**src/rtl/fifo_skew_reader.sv**
```systemverilog
// -----------------------------------------------------------------------------
// fifo_skew_reader
//
// Read-side controller for a bank of input FIFOs feeding the systolic array.
// On i_start it drains BurstLen words from each of NumLanes FIFOs. Lane i's
// first read is delayed by i cycles, which produces the diagonal skew the PE
// grid needs. If any active lane is empty, every lane stalls, so the skew
// alignment between lanes is never lost.
//
// State sequence: IDLE -> RUN -> FLUSH -> DONE -> IDLE.
//
// Optional feature (compile-time macro): FIFO_SKEW_READER_STALL_CNT_EN
//   defined   : 16-bit saturating stall counter. It clears when RUN is
//               entered and holds its value through IDLE.
//   undefined : no counter is built and o_stall_count is tied to 0.
//
// Parameters:
//   NumLanes      number of FIFOs / array-edge lanes
//   DataSize      word width
//   BurstLen      words read per lane per pass (>= 1)
//
// Ports:
//   i_clk         clock; all logic runs on the rising edge
//   i_reset       synchronous, active-high reset
//   i_start       begins a pass; sampled only in IDLE
//   i_lane_empty  FIFO empty flags, bit i = lane i
//   i_lane_data   FIFO dataOut buses, lane i at [i*DataSize +: DataSize]
//   o_lane_r_en   read enables to the FIFOs
//   o_out_data    data to the array edge; lane forced to 0 when not valid
//   o_out_valid   per-lane valid for o_out_data (o_lane_r_en delayed 1 cycle)
//   o_busy        high in RUN and FLUSH
//   o_done        one-cycle pulse in DONE
//   o_stall_count stall cycles in the current or last pass
// -----------------------------------------------------------------------------
module fifo_skew_reader #(
    parameter int unsigned NumLanes = 4,
    parameter int unsigned DataSize = 8,
    parameter int unsigned BurstLen = 16
) (
    input  logic                         i_clk,
    input  logic                         i_reset,
    input  logic                         i_start,
    input  logic [NumLanes-1:0]          i_lane_empty,
    input  logic [NumLanes*DataSize-1:0] i_lane_data,
    output logic [NumLanes-1:0]          o_lane_r_en,
    output logic [NumLanes*DataSize-1:0] o_out_data,
    output logic [NumLanes-1:0]          o_out_valid,
    output logic                         o_busy,
    output logic                         o_done,
    output logic [15:0]                  o_stall_count
);

    // Tick spans 0 .. BurstLen+NumLanes-2; the last lane's final read
    // happens at the top value.
    localparam int unsigned TickSpan = BurstLen + NumLanes;
    localparam int unsigned TickW    = (TickSpan > 2) ? $clog2(TickSpan) : 1;
    localparam int unsigned TickTop  = TickSpan - 2;
    localparam logic [TickW-1:0] TickLast = TickW'(TickTop);

    typedef enum logic [1:0] {
        StIdle,
        StRun,
        StFlush,
        StDone
    } state_e;

    state_e              r_state;
    state_e              w_state_next;
    logic [TickW-1:0]    r_tick;
    logic [TickW-1:0]    w_tick_next;
    logic [31:0]         w_tick_u;
    logic [NumLanes-1:0] w_active;
    logic                w_stall;
    logic [NumLanes-1:0] w_r_en;
    logic [NumLanes-1:0] r_out_valid;

    // Lane i is inside its read window when i <= tick < i + BurstLen.
    always_comb begin
        w_tick_u = 32'(r_tick);
        w_active = '0;
        for (int unsigned i = 0; i < NumLanes; i++) begin
            w_active[i] = (w_tick_u >= i) && (w_tick_u < i + BurstLen);
        end
    end

    // One empty active lane freezes every lane so the diagonal stays intact.
    assign w_stall = |(w_active & i_lane_empty);

    always_comb begin
        w_r_en = '0;
        if (r_state == StRun && !w_stall) begin
            w_r_en = w_active;
        end
    end

    // Next-state logic.
    always_comb begin
        w_state_next = r_state;
        w_tick_next  = r_tick;
        case (r_state)
            StIdle: begin
                if (i_start) begin
                    w_state_next = StRun;
                    w_tick_next  = '0;
                end
            end
            StRun: begin
                if (!w_stall) begin
                    if (r_tick == TickLast) begin
                        w_state_next = StFlush;
                    end else begin
                        w_tick_next = r_tick + 1'b1;
                    end
                end
            end
            // One cycle for the last read's data to come back from the FIFO.
            StFlush: w_state_next = StDone;
            StDone:  w_state_next = StIdle;
            default: w_state_next = StIdle;
        endcase
    end

    always_ff @(posedge i_clk) begin
        if (i_reset) begin
            r_state     <= StIdle;
            r_tick      <= '0;
            r_out_valid <= '0;
        end else begin
            r_state     <= w_state_next;
            r_tick      <= w_tick_next;
            r_out_valid <= w_r_en;
        end
    end

    // FIFO dataOut is registered, so data read in cycle N is present on
    // i_lane_data in cycle N+1, which lines up with r_out_valid.
    always_comb begin
        o_out_data = '0;
        for (int unsigned i = 0; i < NumLanes; i++) begin
            if (r_out_valid[i]) begin
                o_out_data[i*DataSize +: DataSize] = i_lane_data[i*DataSize +: DataSize];
            end
        end
    end

`ifdef FIFO_SKEW_READER_STALL_CNT_EN
    logic [15:0] r_stall_cnt;

    always_ff @(posedge i_clk) begin
        if (i_reset) begin
            r_stall_cnt <= '0;
        end else if (r_state == StIdle && i_start) begin
            r_stall_cnt <= '0;
        end else if (r_state == StRun && w_stall && r_stall_cnt != 16'hFFFF) begin
            r_stall_cnt <= r_stall_cnt + 16'd1;
        end
    end

    assign o_stall_count = r_stall_cnt;
`else
    assign o_stall_count = '0;
`endif

    assign o_lane_r_en = w_r_en;
    assign o_out_valid = r_out_valid;
    assign o_busy      = (r_state == StRun) || (r_state == StFlush);
    assign o_done      = (r_state == StDone);

    // A read must never be issued to an empty FIFO.
    a_no_empty_read: assert property (@(posedge i_clk) disable iff (i_reset)
        (o_lane_r_en & i_lane_empty) == '0);

endmodule

```
**config.mk**
```make
export PLATFORM = sky130hd
export DESIGN_NAME = fifo_skew_reader
export DESIGN_NICKNAME = d
export VERILOG_FILES = /design/src/rtl/fifo_skew_reader.sv
export SDC_FILE = /design/constraint.sdc
export NUM_CORES = 1
export LEC_CHECK = 0
export ABC_AREA = 1
export ABC_CLOCK_PERIOD_IN_PS = 2000
export CAP_MARGIN = 0
export CORE_ASPECT_RATIO = 0.5
export CORE_MARGIN = 1.5
export CORE_UTILIZATION = 32
export CTS_BUF_LIST = sky130_fd_sc_hd__clkbuf_16
export DETAILED_ROUTE_END_ITERATION = 8
export MAX_ROUTING_LAYER = met4
export PLACE_DENSITY = 0.91
export SYNTH_ARGS = -nofsm -noshare
export SYNTH_HDL_FRONTEND = slang
export SYNTH_SLANG_ARGS = --single-unit
```
**constraint.sdc**
```tcl
create_clock -name i_clk -period 2 [get_ports i_clk]
set_clock_uncertainty 0.1 [all_clocks]
set_input_delay 0.3 -clock i_clk [delete_from_list [all_inputs] [get_ports i_clk]]
set_output_delay 0.3 -clock i_clk [all_outputs]
set_load 0.01 [all_outputs]
```
Word-level counts from Yosys, hierarchy flattened
Index checks and enable logic that the tools add are counted.
{"block": "classes", "addsub": 1, "order_cmp": 7, "n_eq_ne": 8, "muxes": 13, "bitwise": 1, "reduce_logical": 11}
{"op": "$mux 8", "n": 4}
{"op": "$lt 5x5->1 const B", "n": 4}
{"op": "$mux 5", "n": 3}
{"op": "$ge 5x2->1 const B", "n": 2}
{"op": "$pmux 5 s2", "n": 1}
{"op": "$pmux 2 s4", "n": 1}
{"op": "$mux 2", "n": 3}
{"op": "$ne 2x2->1 const B", "n": 3}
{"op": "$add 5x1->5 const B", "n": 1}
{"op": "$eq 5x5->1 const B", "n": 1}
{"op": "$ge 5x1->1 const B", "n": 1}
{"op": "$and 4x4->4", "n": 1}
{"op": "$eq 2x2->1 const B", "n": 2}
{"op": "$logic_and 1x1->1", "n": 4}
{"op": "$mux 4", "n": 1}
{"op": "$reduce_and 4->1", "n": 1}
{"op": "$reduce_or 4->1", "n": 1}
{"op": "$reduce_and 3->1", "n": 1}
{"op": "$eq 2x1->1 const B", "n": 1}
{"op": "$logic_not 2->1", "n": 1}
{"op": "$ne 2x1->1 const B", "n": 1}
{"op": "$reduce_bool 2->1", "n": 1}
{"op": "$logic_not 1->1", "n": 1}
{"op": "$logic_or 1x1->1", "n": 1}
{"block": "totals", "regBits": 11, "input_bits": 39, "output_inout_bits": 58, "elab_cells": 44}

Longest topological paths before layout
{"block": "depth", "word_depth": 7, "ltp_mapped": 12}

Worst setup path after synthesis
OpenSTA, ideal clock, no wires.
{"block": "synth_path", "kind": "register to output", "startpoint": "register r_tick[0]", "endpoint": "output o_lane_r_en[0]", "arrival_time_ns": 1.348, "required_ns": 1.600, "setup_slack_ns": 0.252, "stages_incl_launch_ff": 9, "n_path_buf": 0, "cell_sequence": "dfxtp_1 -> ha_1 -> nor2_1 -> nand3_1 -> nand2_2 -> nor2_2 -> nor2_4 -> nand3_2 -> nor2_1"}
{"block": "synth_via", "elab_chain_len": 7}
{"item": "start: declaration", "line": "69", "text": "logic [TickW-1:0] r_tick;"}
{"item": "start signal: assignment", "line": "130", "text": "r_tick <= w_tick_next;"}
{"item": "$ge 5x1->1 (tied with other cells)", "line": "82", "text": "w_active[i] = (w_tick_u >= i) && (w_tick_u < i + BurstLen);"}
{"item": "$logic_and 1x1->1", "line": "82"}
{"item": "$and 4x4->4", "line": "87", "text": "assign w_stall = |(w_active & i_lane_empty);"}
{"item": "$reduce_or 4->1", "line": "87"}
{"item": "$logic_not 1->1"}
{"item": "$logic_and 1x1->1", "line": "91", "text": "if (r_state == StRun && !w_stall) begin"}
{"item": "$mux 4 (*)", "line": "91"}
{"item": "end: declaration", "line": "45", "text": "output logic [NumLanes-1:0] o_lane_r_en,"}
Mark *: on every way between the ends. The rest lies on a longest branch, timed or not.

Final worst setup path
{"block": "layout_path", "startpoint": "register r_tick[3]", "endpoint": "output o_lane_r_en[0]"}
Same word-level chain as after synthesis.

==> out/metrics.cfg <==
[synthesis]
yosysWarnings=0
ys_seq_area_frac=0.190
synth_top_area_cell=dfxtp_1
netlist_area_um2=1160
synthMuxAreaShare=0
synth_fa_ha_area_frac=0.0647
synth-compound-area-share=0.0259
synth_top_family_by_area=simple AND/OR/NAND/NOR gates
synth_area_per_cell_um2=5.83
synthSimpleGateAreaFrac=0.438
synth_area_leaders=dfxtp_1 19%, nand2_1 19%, inv_1 15%
synth_seq_cells=11
synth_top_area_frac=0.190
synth_cell_types=21
synth_xor_area_frac=0
synth_cells=199

[global_route]
grt_pass1_wl_um=5320
grt_max_degree=10
grt_use_met3=0.0344
grt_antenna_before_repair=0
grt_busiest_layer=met2
grt_usage=0.176
use_met1=0.174
met2_usage=0.351
grt_overflow_total=0
grt_pass1_vias=1248

[layout]
fin_nets=343
fin_util=0.638
instances_no_fill=348
stdcell_area_um2=2200
drive_gt1_frac=0.189
diodes=0
syn_to_final_growth_pct=90.0

[timing]
maxSlewViolCount=0
hold_viol=0
finalSetupViolCount=0
timing.final.crit_share=0.976
setup_ws_ns=0.0475
period_needed_ns=1.95
rsz0062_at_grt=yes
fmax_mhz=512

[power_and_ir_drop]
internal_power_mw=1.43
swShare=0.458
p_per_area_nw_per_um2=1190
switchingPower_mw=1.20
power_frac_comb=0.696
pwr-share-seq=0.164
p_leak_nw=1.25
vdd_drop_max_mv=0.795
clockPowerShare=0.140
power_mw=2.63

[floorplan]
fp.dieH_um=45.6
num_io_pins=97
dieArea_um2=4020
num_rows=15
fp.dieW_um=88.1
start_util=0.336
coreArea_um2=3450

[clock_tree]
cts.path.max_buffers=2
cts_tree=built
root_buffer=clkbuf_16
clock_sinks=11
clock_latency_ns=0.24
cts.htree.levels=1
path_clk_slew_ns=0.04
cts-buffers-inserted=3

[setup_path]
worst-setup-path-type=flip-flop to output port
endpoint_kind=output port
cp_max_fo=5
worstPathArrival_ns=1.55
required_ns=1.60
startpoint_type=flip-flop

[placement]
dpl.cell_count=341
placed_area_um2=2070
dp_hpwl_um=2950
portBuffers=80
gp_congestion=0.855
dp_slack_ns=-0.191

[routing]
dr.pass1.iters=4
wl_per_cell_um=10.8
num_vias=1422
drtIter0Drc=60
routed_wl_um=3750
drcViolationCount=0
via_per_inst=4.09
ant_nets=0

[status]
status=finished, final reports clean

[run]
cap_violations=0

[worst_hold_path]
hold_path.class=flip-flop to flip-flop

==> layout make-up <==
cell class | count | area, um2
repair buffers | 100 | 935
flip-flops and latches | 11 | 230
well taps | 51 | 63.8
fillers | 295 | 1250
inverters | 48 | 180
clock buffers | 3 | 75.1
clock inverters | 1 | 3.75
multi-input cells | 134 | 716
==> path summary, 6_finish.rpt <==
path,from,endpoint,slack (ns),cells after the start
setup / recovery,r_tick[3],o_lane_r_en[0],0.05,7
hold / removal,r_state[0],r_state[0],0.50,4
setup reg to reg,r_tick[3],r_tick[0],0.08,12
hold reg to reg,r_state[0],r_state[0],0.50,4
==> state kept, by name, summed over array words and instances (netlist names) <==
| register | flops |
|---|---|
| r_state | 2 |
| r_tick | 5 |
| o_out_valid | 4 |
==> routing by layer <==
metal | vias up | part of all wire
li1 | 744 | -
met1 | 623 | 0.37
met2 | 49 | 0.53
met3 | 6 | 0.078
met4 | 0 | 0.016
met5 | - | 0
==> kinds of logic (layout without fill, tap and decap cells) <==
family,count (synthesis),after routing
DFF,11,11
and+or+nand+nor,106,106
buffers and inverters,69,152
adders and majority gates,6,6
AOI/OAI and AO/OA,6,6
other,1,16
==> through the flow <==
stage	hold slack (ns)	setup TNS, ns
after floorplan	0.277	0
after global placement	0.475	-0.442
after detailed placement	0.497	-0.736
after CTS	0.503	0
after global routing	0.543	-0.147
final	0.501	0
==> critical path, cell delays in order (launching register included) <==
cell and delay (ns):
dfxtp_1 0.33, nor2_4 0.18, nand2_1 0.15, o21ai_2 0.19
nand3_2 0.13, nand3_4 0.14, nor2_1 0.05, buf_2 0.14
==> cells in the mapped netlist <==
cell and n:
nand3_4 1, o21ai_0 2, dfxtp_1 11, nand3_1 4, inv_2 1, nand2_2 5
ha_1 6, inv_1 47, clkbuf_1 4, nand4_1 5, nor3_1 4, a21oi_1 2
buf_4 17, nor2_4 2, nand2_1 58, nor2_1 18, conb_1 1, o21ai_1 2
nand3_2 5, nand2_4 1, nor2_2 3
==> power groups by stage <==
stage	registers [mW]	clock network [mW]	logic [mW]
after floorplan	0.381	0	1.03
after global placement	0.392	0	1.57
after detailed placement	0.399	0	1.63
after CTS	0.400	0.371	1.65
after global routing	0.445	0.383	2.02
final	0.432	0.368	1.83
==> cell usage in the layout (no fill, tap or decap) <==
cell / netlist / layout
clkdlybuf4s50_1: 0 / 76
nand2_1: 58 / 57
inv_1: 47 / 47
buf_4: 17 / 19
nor2_1: 18 / 17
conb_1: 1 / 16
dfxtp_1: 11 / 7
nand2_2: 5 / 6
nand3_2: 5 / 5
nand4_1: 5 / 5
ha_1: 6 / 5
nor3_1: 4 / 4
buf_2: 0 / 4
nor2_4: 2 / 3
nor2_2: 3 / 3
nand3_1: 4 / 3
clkbuf_16: 0 / 3
inv_2: 1 / 2
nand3_4: 1 / 2
o21ai_0: 2 / 2
dfxtp_4: 0 / 2
dfxtp_2: 0 / 2
o21ai_2: 0 / 1
a21oi_2: 0 / 1
nand2_4: 1 / 1
o21ai_1: 2 / 1
a21oi_1: 2 / 1
ha_4: 0 / 1
buf_6: 0 / 1
==> timing repair <==
item / in CTS / in global routing
buffers inserted: 0 / 3
hold buffers: 0 / 0
endpoints found under the setup margin: 4 / 4
pin swaps: 0 / 9
gates resized for setup: 20 / 13
(Power assumes the default switching activity.)
